$ cat src/rtl/config_loader.sv
// config_loader: receives a word-wide bitstream and checks its XOR checksum. A good
// stream is committed atomically to the tile config buses, then the fabric leaves reset.

module config_loader_slice #(
    parameter int CONFIG_WIDTH = 29
) (
    input  logic                    clock,
    input  logic                    nreset,
    input  logic                    commit_i,
    input  logic [CONFIG_WIDTH-1:0] shadow_i,
    output logic [CONFIG_WIDTH-1:0] cfg_o
);
    logic [CONFIG_WIDTH-1:0] cfg_q;

    always_ff @(posedge clock or negedge nreset) begin
        if (!nreset)       cfg_q <= '0;
        else if (commit_i) cfg_q <= shadow_i;
    end

    assign cfg_o = cfg_q;
endmodule

module config_loader #(
    parameter int CONFIG_WIDTH = 29,
    parameter int N_TILES      = 4,
    parameter int WORD_WIDTH   = 8
) (
    input  logic                            clock,
    input  logic                            nreset,
    input  logic                            start,
    input  logic [WORD_WIDTH-1:0]           in_data,
    input  logic                            in_valid,
    output logic                            in_ready,
    output logic [N_TILES*CONFIG_WIDTH-1:0] config_out,
    output logic                            fabric_nreset,
    output logic                            fabric_enable,
    output logic                            busy,
    output logic                            done,
    output logic                            error
);
    localparam int T     = N_TILES * CONFIG_WIDTH;
    localparam int W     = (T + WORD_WIDTH - 1) / WORD_WIDTH;
    localparam int SH_W  = W * WORD_WIDTH;
    localparam int CNT_W = $clog2(W + 1);
    localparam logic [CNT_W-1:0] LAST = CNT_W'(W - 1);

    typedef enum logic [2:0] {IDLE, LOAD, CHECK, RELEASE, RUN, ERROR} state_t;

    typedef struct packed {
        logic in_ready;
        logic busy;
        logic done;
        logic error;
        logic fab_nrst;
        logic fab_en;
    } outs_t;

    // Outputs are loaded together with the state they belong to, so they stay glitch-free.
    function automatic outs_t decode(input state_t s);
        outs_t o;
        o = '0;
        case (s)
            LOAD, CHECK: begin o.in_ready = 1'b1; o.busy = 1'b1; end
            RELEASE:     o.fab_nrst = 1'b1;
            RUN:         begin o.fab_nrst = 1'b1; o.fab_en = 1'b1; o.done = 1'b1; end
            ERROR:       o.error = 1'b1;
            default:     o = '0;
        endcase
        return o;
    endfunction

    state_t                state_q;
    outs_t                 outs_q;
    logic [CNT_W-1:0]      cnt_q;
    logic [WORD_WIDTH-1:0] acc_q;
    logic [SH_W-1:0]       shadow_q;
    logic                  xfer;
    logic                  commit_d;

    assign xfer     = in_valid && outs_q.in_ready;
    assign commit_d = (state_q == CHECK) && xfer && (in_data == acc_q);

    always_ff @(posedge clock or negedge nreset) begin
        if (!nreset) begin
            state_q <= IDLE;
            outs_q  <= '0;
            cnt_q   <= '0;
            acc_q   <= '0;
        end else begin
            case (state_q)
                IDLE, RUN, ERROR: begin
                    if (start) begin
                        state_q <= LOAD;
                        outs_q  <= decode(LOAD);
                        cnt_q   <= '0;
                        acc_q   <= '0;
                    end
                end
                LOAD: begin
                    if (xfer) begin
                        acc_q <= acc_q ^ in_data;
                        cnt_q <= cnt_q + 1'b1;
                        if (cnt_q == LAST) begin
                            state_q <= CHECK;
                            outs_q  <= decode(CHECK);
                        end
                    end
                end
                CHECK: begin
                    if (xfer) begin
                        if (in_data == acc_q) begin
                            state_q <= RELEASE;
                            outs_q  <= decode(RELEASE);
                        end else begin
                            state_q <= ERROR;
                            outs_q  <= decode(ERROR);
                        end
                    end
                end
                RELEASE: begin
                    state_q <= RUN;
                    outs_q  <= decode(RUN);
                end
                default: begin
                    state_q <= IDLE;
                    outs_q  <= decode(IDLE);
                end
            endcase
        end
    end

    // Shadow is always fully rewritten before a commit, so it carries no reset.
    always_ff @(posedge clock) begin
        if (state_q == LOAD && xfer)
            shadow_q[cnt_q*WORD_WIDTH +: WORD_WIDTH] <= in_data;
    end

    generate
        if (SH_W > T) begin : g_pad
            logic unused_pad;
            assign unused_pad = ^shadow_q[SH_W-1:T];
        end
    endgenerate

    for (genvar t = 0; t < N_TILES; t++) begin : g_tile
        config_loader_slice #(.CONFIG_WIDTH(CONFIG_WIDTH)) u_slice (
            .clock    (clock),
            .nreset   (nreset),
            .commit_i (commit_d),
            .shadow_i (shadow_q[t*CONFIG_WIDTH +: CONFIG_WIDTH]),
            .cfg_o    (config_out[t*CONFIG_WIDTH +: CONFIG_WIDTH])
        );
    end

    assign in_ready      = outs_q.in_ready;
    assign busy          = outs_q.busy;
    assign done          = outs_q.done;
    assign error         = outs_q.error;
    assign fabric_nreset = outs_q.fab_nrst;
    assign fabric_enable = outs_q.fab_en;
endmodule

$ cat config.mk
export PLATFORM = sky130hd
export DESIGN_NAME = config_loader
export DESIGN_NICKNAME = d
export VERILOG_FILES = /design/src/rtl/config_loader.sv
export SDC_FILE = /design/constraint.sdc
export NUM_CORES = 1
export LEC_CHECK = 0
export CAP_MARGIN = 20
export CORE_UTILIZATION = 61
export CTS_BUF_LIST = sky130_fd_sc_hd__clkbuf_8
export DETAILED_ROUTE_END_ITERATION = 6
export PLACE_DENSITY = 0.94
export SLEW_MARGIN = 20
export SYNTH_ARGS = -nofsm -noshare
export SYNTH_HDL_FRONTEND = slang
export SYNTH_SLANG_ARGS = --single-unit
$ cat constraint.sdc
create_clock -name clock -period 8.1 [get_ports clock]
set_input_delay 2.025 -clock clock [delete_from_list [all_inputs] [get_ports clock]]
set_output_delay 2.025 -clock clock [all_outputs]
set_load 0.1 [all_outputs]
==> metrics.md, run 1 <==
| Metric | Value |
|---|---|
| Status | `completed` |
| Initial drt markers | `between 500 and 600` |
| CTS Buffer Depth | `3` |
| Cts bufs inserted | `39` |
| IO buf count | `133` |
| Number of global-route vias before repair | `around 6,200` |
| Final Critical Period | `between 5 and 6 ns` |
| Routed Antenna Nets | `0` |
| Synth Cell Area | `0.00988 mm2` |
| Drt pass-1 iters | `6` |
| Yosys top cell by area | `edfxtp_1` |
| Gate Count Post-Synth | `between 600 and 700` |
| Worst VDD drop | `approximately 0.34 mV` |
| Critical path type | `input pin to register` |
| Core area | `approximately 0.016 mm2` |
| Post-route DRC | `0` |
| CP Cell Sequence | `clkdlybuf4s50_1 -> nand2b_1 -> o2111ai_1 -> nor4_4 -> and3_4 -> buf_4 -> mux2_2` |
| Mean Syn Cell Area | `14.4 um2` |
| Pin count of the biggest net entering global routing | `between 80 and 90` |
| Hold Path Class | `register to register` |
| Fin crit share | `64.3%` |
| Post-synth EDFFs | `116` |
| Critical path's slowest cell | `and3_4` |
| Cells after DPL | `998` |
| Gpl congestion | `0.934` |
| Asr flop ratio synth | `a little over half` |
| Layout area overhead | `22.5%` |
| Final Setup Violations | `0` |
| Final Max Tran Viols | `0` |
| Ant diodes | `0` |
| Setup slack after placement | `2.39 ns` |
| Ports | `134` |
| Layout cells sized above 1 | `17.6%` |
| # H-tree levels | `2` |
| Mapped Nets | `702` |
| Max FO, Critical Path | `between 70 and 80` |
| Final hold viol count | `0` |
| Pwr dens | `about 260 mW/mm2` |
| Share of the synthesized area in the top cell type | `35.3%` |
| Main synth FF type | `dfrtp_1` |
| Nets@finish | `about 840` |
| Dpl cell area | `0.0113 mm2` |
| Detailed Place HPWL | `14,400 um` |
| Gr ovfl total | `0` |
| WL per Instance | `20.2 um` |
| Final Non-Filler Cells | `1,070` |
| Via density | `5.74` |
| Design area | `0.0121 mm2` |
| Initial Utilization | `62.4%` |
| CP Capture Type | `register` |
| Area of the multi-input gates | `0.00274 mm2` |
| Max stage delay on crit path | `0.89 ns` |
| FP Rows | `46` |
| Top cells by area, synth | `edfxtp_1 (35%), dfrtp_1 (34%), mux2_2 (8.7%)` |
| Setup WS post-layout | `~2.9 ns` |
| Final WL | `between 20,000 and 25,000 um` |
| Max Clk Rate | `a little under 200 MHz` |
| Die extent in y | `129 um` |
| Post-cts resize count | `0` |
| FF+latch count, synth | `251` |
| Yosys warnings | `0` |
| Post-synthesis sequential area ratio | `69.5%` |
| Die area | `about 0.017 mm2` |
| RSZ-0062 raised after global routing | `false` |
| First-pass GRT wire length | `~34,000 um` |
| Final core occ | `approximately 76%` |
| Netlist cell types | `43` |
| Leakage | `5.25 nW` |
| Vias | `slightly above 6,000` |
| Max_cap viols | `0` |
| Post-CTS setup buffer count | `0` |
| Initial antenna violation count | `0` |
| Clk slew on worst S/H paths | `0.07 ns` |
| Worst slew pin tran | `1.01 ns` |
| Cts-stage hold buffer count | `0` |
| Setup TNS | `0 ns` |
| Max_slew headroom | `approximately 33%` |
| Reg area | `around 0.0069 mm2` |
| Gr usage total | `27.1%` |
| Worst skew pair latency | `0.54 ns` |
| Worst Path Required | `8.50 ns` |
| Final hold slack | `0.463 ns` |
| Power Total | `3.14 mW` |
| Clk_skew | `~0.027 ns` |
| Sink Count | `251` |
| CTS tree | `yes` |
| Critical Path AT | `5.60 ns` |
| Die Width | `129 um` |
| # fillers | `861` |
| Root buffer cell | `clkbuf_8` |
| Worst setup SP type | `input pin` |
## power breakdown
group | internal (mW) | total [mW] | switching (mW)
Sequential | 1.38 | 1.43 | 0.0504
Clock | 0.606 | 1.10 | 0.492
Combinational | 0.155 | 0.611 | 0.457
Total | 2.15 | 3.14 | 0.999
## synth_stat cells (all sizes together), types with 2 or more instances
cell type and instances:
or3b 2, a21oi 2, xnor2 6, and2 51, clkbuf 23, nor2b 2
edfxtp 116, mux2 116, nor3b 3, ha 4, and3 9, o21ai 25
o2111ai 2, inv 10, nand2 34, a22o 2, nor4 3, nand2b 10
nand3 3, nor3 3, o31ai 2, buf 18, nor2 92, dfrtp 135
## cells by family after synthesis
group                      synth area share, %
DFF                                       69.5
and+or+nand+nor                           10.8
muxes                                     13.3
buffers and inverters                     2.90
AOI/OAI and AO/OA                         2.48
xor gates and xnor gates                 0.532
adders and majority gates                0.507
## worst max-delay path, delay by kind of cell
kind,cells,cell delay [ns]
multiplexers,1,0.42
buffers and inverters,2,1.47
AND/OR/NAND/NOR,3,1.47
AO/OA/AOI/OAI,1,0.14
## state kept, by name (all words and copies together), names as in the netlist
signal,count
shadow_q,116
done,1
fabric_nreset,1
error,1
state_q,3
acc_q,8
in_ready,1
g_tile.u_slice.cfg_o,116
cnt_q,4
## worst paths after layout
kind                       slack, ns         start                          end  cells past startpoint
min reg2reg                     0.46  shadow_q[24]  g_tile[0].u_slice.cfg_o[24]                      1
max reg2reg                     4.83    state_q[1]   g_tile[2].u_slice.cfg_o[1]                      5
max in group asynchronous       5.34        nreset   g_tile[0].u_slice.cfg_o[7]                      2
min                             0.46  shadow_q[24]  g_tile[0].u_slice.cfg_o[24]                      1
max                             2.89    in_data[5]   g_tile[2].u_slice.cfg_o[1]                      7
min in group asynchronous       1.53        nreset  g_tile[0].u_slice.cfg_o[19]                      1
## layout make-up
type	count	area share, %
Clock buffer	48	5.46
Clock inverter	24	1.40
Inverter	10	0.310
Multi-Input combinational cell	384	22.6
Sequential cell	251	56.7
Tap cell	216	2.23
Timing Repair Buffer	137	11.3
## per-layer routing
layer  track usage [%]  share of wire [%]
met1              34.9                 38
met2              46.3                 52
met3              5.82                7.6
met4              8.86                2.0
met5                 0                  0
## cell usage in the layout (no fill, tap or decap), types with 6 or more instances in the layout
cell type          n
and2_1            50
and3_1             8
clkbuf_8          48
clkdlybuf4s50_1  132
clkinv_1           6
clkinv_2           9
dfrtp_1          135
edfxtp_1         116
inv_1             13
mux2_1            40
mux2_2            76
nand2_1           34
nand2b_1          10
nor2_1            92
o21ai_0           25
xnor2_1            6
Power figures use the tool's default switching activity.
==> inputs of run 2 (changes only) <==
CORE_UTILIZATION = 51   (was 61)
PLACE_DENSITY = 0.85   (was 0.94)
clock period = 4.65 ns   (was 8.1 ns; I/O delays follow)
==> run 2 against run 1 <==
Compared with the run above: count of clock-buffer cells in the layout down 2; clock skew is 0.0035 ns lower; clock power increased by 57%; via count is 4.5% lower; combinational power grew 77%; first-iteration DRC count fell by 28%; largest cell class unchanged; cell area rose by 0.85%; die area up 19%; register-to-register slack got worse by 3.3 ns.
==> metrics.md, run 2 (synthesis gave the netlist of run 1 again) <==
| Metric | Value |
|---|---|
| Status | `completed (unchanged)` |
| CTS Buffer Depth | `3 (unchanged)` |
| WL per Instance | `18.0 um (was 20.2 um)` |
| Gpl congestion | `0.872 (was 0.934)` |
| Leakage | `5.35 nW (was 5.25 nW)` |
| Reg area | `0.00686 mm2 (unchanged)` |
| Worst Path Required | `5.05 ns (was 8.50 ns)` |
| Nets@finish | `853 (was 839)` |
| Number of global-route vias before repair | `5,876 (was 6,179)` |
| Final WL | `20,300 um (was 21,700 um)` |
| Initial antenna violation count | `0 (unchanged)` |
| Sink Count | `251 (unchanged)` |
| Cts-stage hold buffer count | `0 (unchanged)` |
| CP Capture Type | `register (unchanged)` |
| Routed Antenna Nets | `0 (unchanged)` |
| Clk_skew | `0.0231 ns (was 0.0265 ns)` |
| Worst VDD drop | `0.507 mV (was 0.343 mV)` |
| Hold Path End | `g_tile[1].u_slice.cfg_o[23] (was g_tile[0].u_slice.cfg_o[24])` |
| Pin count of the biggest net entering global routing | `110 (was 81)` |
| Ant diodes | `0 (unchanged)` |
| Core area | `0.0188 mm2 (was 0.0158 mm2)` |
| Hold wc startpoint | `shadow_q[52] (was shadow_q[24])` |
| Gr ovfl total | `0 (unchanged)` |
| Most frequent cells in the layout | `dfrtp_1 (135), clkdlybuf4s50_1 (132), edfxtp_1 (116), nor2_1 (92), mux2_2 (76) (unchanged)` |
| Cell internal pwr | `3.60 mW (was 2.15 mW)` |
| R2r startpoint | `cnt_q[0] (was state_q[1])` |
| Worst r2r dst | `shadow_q[53] (was g_tile[2].u_slice.cfg_o[1])` |
| Detailed Place HPWL | `13,200 um (was 14,400 um)` |
| Sequential power share | `47.1% (was 45.6%)` |
| # H-tree levels | `2 (unchanged)` |
| Die Width | `141 um (was 129 um)` |
| IO buf count | `133 (unchanged)` |
| Max_cap viols | `0 (unchanged)` |
| Setup slack after placement | `0.699 ns (was 2.39 ns)` |
| Design area | `0.0122 mm2 (was 0.0121 mm2)` |
| Reg2reg setup slack | `1.55 ns (was 4.83 ns)` |
| Setup TNS | `0 ns (unchanged)` |
| Post-route DRC | `0 (unchanged)` |
| Area of the multi-input gates | `0.00273 mm2 (was 0.00274 mm2)` |
| Die extent in y | `141 um (was 129 um)` |
| Setup WS post-layout | `1.22 ns (was 2.89 ns)` |
| Critical Path AT | `3.83 ns (was 5.60 ns)` |
| Cell count of the worst reg-to-reg path | `5 (unchanged)` |
| Final Setup Violations | `0 (unchanged)` |
| Pwr dens | `435 mW/mm2 (was 260 mW/mm2)` |
| Clk slew on worst S/H paths | `0.06 ns (was 0.07 ns)` |
| Max FO, Critical Path | `32 (was 71)` |
| Clk network pwr share | `32.6% (was 34.9%)` |
| Layout cells sized above 1 | `17.0% (was 17.6%)` |
| Die area | `0.0199 mm2 (was 0.0167 mm2)` |
| First-pass GRT wire length | `32,000 um (was 33,700 um)` |
| Worst slew pin tran | `1.07 ns (was 1.01 ns)` |
| FP Rows | `50 (was 46)` |
| Final Max Tran Viols | `0 (unchanged)` |
| Initial Utilization | `52.5% (was 62.4%)` |
| Layout area overhead | `23.6% (was 22.5%)` |
| Max stage delay on crit path | `0.83 ns (was 0.89 ns)` |
| Dpl cell area | `0.0114 mm2 (was 0.0113 mm2)` |
| Vias | `5,869 (was 6,143)` |
| Combinational Power Share | `20.3% (was 19.4%)` |
| Sw Pwr | `1.71 mW (was 999 uW)` |
| Via density | `5.19 (was 5.74)` |
| Most common cell after layout, fill and taps aside | `dfrtp_1 (unchanged)` |
| Ports | `134 (unchanged)` |
| Gr usage total | `21.2% (was 27.1%)` |
| # fillers | `1,374 (was 861)` |
| CTS tree | `yes (unchanged)` |
| Final hold viol count | `0 (unchanged)` |
| Sw Share | `32.2% (was 31.8%)` |
| Hold Path Class | `register to register (unchanged)` |
| Final Critical Period | `3.43 ns` |
| Drt pass-1 iters | `5 (was 6)` |
| Root buffer cell | `clkbuf_8 (unchanged)` |
| Post-cts resize count | `0 (unchanged)` |
| CP Cell Sequence | `clkdlybuf4s50_1 -> nand2b_1 -> o2111ai_1 -> nor4_4 -> and3_4 -> buf_12 -> mux2_2 (was clkdlybuf4s50_1 -> nand2b_1 -> o2111ai_1 -> nor4_4 -> and3_4 -> buf_4 -> mux2_2)` |
| Fin crit share | `between 70% and 80%` |
| Worst setup SP type | `input pin (unchanged)` |
| Post-CTS setup buffer count | `0 (unchanged)` |
| Max Clk Rate | `291 MHz` |
| RSZ-0062 raised after global routing | `false (unchanged)` |
| Critical path type | `input pin to register (unchanged)` |
| Worst skew pair latency | `0.53 ns (was 0.54 ns)` |
| Hold path depth | `1 (unchanged)` |
| Initial drt markers | `393 (was 544)` |
| Critical path's slowest cell | `clkdlybuf4s50_1 (was and3_4)` |
| Cts bufs inserted | `41 (was 39)` |
| Max_slew headroom | `28.7% (was 32.7%)` |
[run 2: cell count changes in the layout (fill, tap and decap cells not counted)]
cell	delta
bufinv_16	-2
clkinvlp_4	-3
buf_12	+3
buf_4	+9
clkbuf_8	-1
nor4b_2	-1
clkinv_1	-2
clkinv_2	-6
buf_6	-1
inv_1	+19
nor4b_1	+1
[run 2: per-stage QoR]
stage	hold slack [ns]	std cells	utilization, %	total power [mW]
after floorplan	0.439	686	-	3.32
after global placement	0.441	1054	60.8	3.58
after detailed placement	0.448	1054	60.8	3.60
after CTS	0.459	1130	64.8	5.34
after global routing	0.471	1130	64.8	5.53
final	0.454	1130	64.8	5.31
[run 2: power groups by stage]
stage                     clock network [mW]  logic (mW)  registers [mW]
after global placement                     0        1.05            2.53
after CTS                               1.77        1.07            2.50
after global routing                    1.87        1.15            2.51
after detailed placement                   0        1.07            2.54
final                                   1.73        1.08            2.50
after floorplan                            0       0.523            2.79
[run 2: worst max-delay path, delay by kind of cell]
| kind | cells | cell delay [ns] |
|---|---|---|
| AND/OR/NAND/NOR | 3 | 1.03 |
| buffers and inverters | 2 | 1.09 |
| multiplexers | 1 | 0.36 |
| AO/OA/AOI/OAI | 1 | 0.14 |
[run 2: worst max-delay path by stage]
stage,start,slack [ns],cells after the start,to
floorplan,in_valid,1.64,4,shadow_q[32]
global placement,in_data[5],0.82,7,g_tile[1].u_slice.cfg_o[9]
detailed placement,in_data[5],0.70,7,g_tile[1].u_slice.cfg_o[0]
CTS,in_data[5],1.26,7,g_tile[1].u_slice.cfg_o[0]
global route,in_data[5],1.12,7,g_tile[1].u_slice.cfg_o[2]
finish,in_data[5],1.22,7,g_tile[2].u_slice.cfg_o[27]
[run 2: layer usage]
| metal | wire, um | GRT usage [%] |
|---|---|---|
| met1 | 8930 | 29.5 |
| met2 | 9870 | 33.9 |
| met3 | 1080 | 3.29 |
| met4 | 399 | 7.89 |
| met5 | 0 | 0 |
[run 2: final cells by class]
type	instances	share of cell area (%)
clock buffer	46	5.19
clock inverter	30	0.984
inverter	10	0.308
multi-input combinational	384	22.4
sequential	251	56.2
tap	260	2.67
timing repair buffer	149	12.2
==> inputs of run 3 (changes only) <==
CORE_UTILIZATION = 57   (was 51)
PLACE_DENSITY = 0.89   (was 0.85)
clock period = 3.5 ns   (was 4.65 ns; I/O delays follow)
==> run 3 against run 2 <==
Compared with the run above: combinational power grew 31%; clock skew fell by 0.00070 ns; cell count down 2.7%; non-clock buffer count increased by 15; largest power group unchanged; sequential share of layout area rose by 1.3 points; hold slack worse by 0.011 ns; die area fell by 10%; global-route usage up 3.2 points.
==> metrics.md, run 3 (synthesis gave the netlist of run 1 again) <==
| Metric | Value |
|---|---|
| Core area | `0.0168 mm2 (was 0.0188 mm2)` |
| Layout area overhead | `20.8% (was 23.6%)` |
| Gr ovfl total | `0 (unchanged)` |
| Met3 routed WL | `1150 um (was 1080 um)` |
| CP Cell Sequence | `clkdlybuf4s50_1 -> nand2b_1 -> o2111ai_1 -> nor4_4 -> and3_4 -> buf_12 -> mux2_2 (unchanged)` |
| # fillers | `1,073 (was 1,374)` |
| Max stage delay on crit path | `0.62 ns (was 0.83 ns)` |
| Critical Path AT | `3.21 ns (was 3.83 ns)` |
| Post-route DRC | `0 (unchanged)` |
| Max Clk Rate | `between 300 and 400 MHz` |
| Final hold viol count | `0 (unchanged)` |
| Setup slack after placement | `0.198 ns (was 0.699 ns)` |
| CTS tree | `yes (unchanged)` |
| Final Critical Period | `2.83 ns` |
| Wl on met1 | `8660 um (was 8930 um)` |
| Post-cts resize count | `0 (unchanged)` |
| Detailed Place HPWL | `14,100 um (was 13,200 um)` |
| FP Rows | `47 (was 50)` |
| RSZ-0062 raised after global routing | `false (unchanged)` |
| Max FO, Critical Path | `40 (was 32)` |
| Final Setup Violations | `0 (unchanged)` |
| Worst skew pair latency | `0.53 ns (about the same)` |
| Initial antenna violation count | `0 (unchanged)` |
| Worst setup SP type | `input pin (unchanged)` |
| Clk_skew | `0.0224 ns (was 0.0231 ns)` |
| Drt pass-1 iters | `4 (was 5)` |
| Die Width | `134 um (was 141 um)` |
| CP Capture Type | `register (unchanged)` |
| Ports | `134 (unchanged)` |
| R2r startpoint | `cnt_q[0] (unchanged)` |
| Pwr dens | `583 mW/mm2 (was 435 mW/mm2)` |
| Fin crit share | `80.7%` |
| Leakage | `5.64 nW (was 5.35 nW)` |
| Final Max Tran Viols | `0 (unchanged)` |
| Sequential power share | `47.7% (was 47.1%)` |
| Root buffer cell | `clkbuf_8 (unchanged)` |
| Worst VDD drop | `0.914 mV (was 0.507 mV)` |
| Gpl congestion | `0.930 (was 0.872)` |
| Status | `completed (unchanged)` |
| Cts-stage hold buffer count | `0 (unchanged)` |
| Pin count of the biggest net entering global routing | `61 (was 110)` |
| Post-CTS setup buffer count | `0 (unchanged)` |
| Hold Path Class | `input pin to async pin (was register to register)` |
| Final WL | `20,700 um (was 20,300 um)` |
| Cell internal pwr | `4.73 mW (was 3.60 mW)` |
| Max_slew headroom | `47.8% (was 28.7%)` |
| Gr usage total | `24.4% (was 21.2%)` |
| Sw Pwr | `2.23 mW (was 1.71 mW)` |
| Cts bufs inserted | `39 (was 41)` |
| Die area | `0.0179 mm2 (was 0.0199 mm2)` |
| First-pass GRT wire length | `33,300 um (was 32,000 um)` |
| Die extent in y | `134 um (was 141 um)` |
| Worst slew pin tran | `0.782 ns (was 1.07 ns)` |
| Routed Antenna Nets | `0 (unchanged)` |
| Setup WS post-layout | `0.675 ns (was 1.22 ns)` |
| Most frequent cells in the layout | `buf_4 (150), dfrtp_1 (135), edfxtp_1 (116), nor2_1 (92), mux2_2 (76) (was dfrtp_1 (135), clkdlybuf4s50_1 (132), edfxtp_1 (116), nor2_1 (92), mux2_2 (76))` |
| Sw Share | `32.1% (was 32.2%)` |
| Initial Utilization | `58.9% (was 52.5%)` |
| Ant diodes | `0 (unchanged)` |
| Nets@finish | `866 (was 853)` |
| # H-tree levels | `2 (unchanged)` |
| Clk network pwr share | `32.0% (was 32.6%)` |
| Setup TNS | `0 ns (unchanged)` |
| Critical path's slowest cell | `clkdlybuf4s50_1 (unchanged)` |
| Via density | `5.46 (was 5.19)` |
| Layout cells sized above 1 | `32.0% (was 17.0%)` |
| Combinational Power Share | `20.2% (was 20.3%)` |
| Number of global-route vias before repair | `6,271 (was 5,876)` |
| Initial drt markers | `365 (was 393)` |
| Most common cell after layout, fill and taps aside | `buf_4 (was dfrtp_1)` |
| Max_cap viols | `0 (unchanged)` |
| DR top layer | `met4 (unchanged)` |
| Sink Count | `251 (unchanged)` |
| Clk slew on worst S/H paths | `0.06 ns (about the same)` |
| Critical path type | `input pin to register (unchanged)` |
| IO buf count | `133 (unchanged)` |
| Worst Path Required | `3.89 ns (was 5.05 ns)` |
| CTS Buffer Depth | `3 (unchanged)` |
| WL per Instance | `18.8 um (was 18.0 um)` |
| Worst Setup SP | `in_data[4] (was in_data[5])` |
| Vias | `6,002 (was 5,869)` |
| Met2 wire length | `10,500 um (was 9870 um)` |
run 3: changes by cell type in the layout (fill, tap and decap cells not counted), moves of 2 or more:
cell and delta:
clkdlybuf4s50_1 -122, buf_4 +137, clkbuf_8 -6, clkinvlp_4 +2, inv_1 -2
run 3: cell type report:
cell class,count,area [um2],area share [%]
Clock buffer,41,564,4.73
Tap cell,220,275,2.31
Multi-Input combinational cell,384,2730,22.9
Clock inverter,30,153,1.28
Inverter,10,37.5,0.315
Timing Repair Buffer,164,1310,10.9
Sequential cell,251,6860,57.5
run 3: path summary, 6_finish.rpt:
path | endpoint | slack, ns | cells past startpoint
setup / recovery | g_tile[1].u_slice.cfg_o[1] | 0.67 | 7
hold / removal | g_tile[0].u_slice.cfg_o[27] | 0.44 | 1
setup reg to reg | shadow_q[7] | 0.70 | 6
hold reg to reg | g_tile[0].u_slice.cfg_o[3] | 0.47 | 1
max in group asynchronous | g_tile[0].u_slice.cfg_o[24] | 2.19 | 2
min in group clock | g_tile[0].u_slice.cfg_o[3] | 0.47 | 1
run 3: through the flow:
step | cells | hold WS, ns | power, mW | cell area [um2] | utilization (%)
after global routing | 1100 | 0.477 | 7.26 | 11900 | 71.2
after global placement | 1029 | 0.444 | 4.71 | 11200 | 66.9
after detailed placement | 1029 | 0.449 | 4.77 | 11200 | 66.9
final | 1100 | 0.442 | 6.96 | 11900 | 71.2
after floorplan | 686 | 0.439 | 4.41 | 9880 | -
after CTS | 1100 | 0.437 | 7.00 | 11900 | 71.2
run 3: power groups by stage:
stage / sequential [mW] / combinational [mW] / clock (mW)
finish: 3.32 / 1.41 / 2.23
floorplan: 3.71 / 0.695 / 0
detailed placement: 3.37 / 1.39 / 0
CTS: 3.32 / 1.40 / 2.27
global placement: 3.36 / 1.34 / 0
global route: 3.33 / 1.51 / 2.41
run 3: routing by layer:
metal | vias up | GRT usage (%)
li1 | 2717 | -
met1 | 3048 | 32.6
met2 | 198 | 40.6
met3 | 39 | 4.87
met4 | 0 | 7.64
met5 | - | 0
run 3: critical path, delay by kind of cell:
family | cells | cell delay (ns)
buffers and inverters | 2 | 0.90
AND/OR/NAND/NOR | 3 | 0.86
multiplexers | 1 | 0.37
AO/OA/AOI/OAI | 1 | 0.18
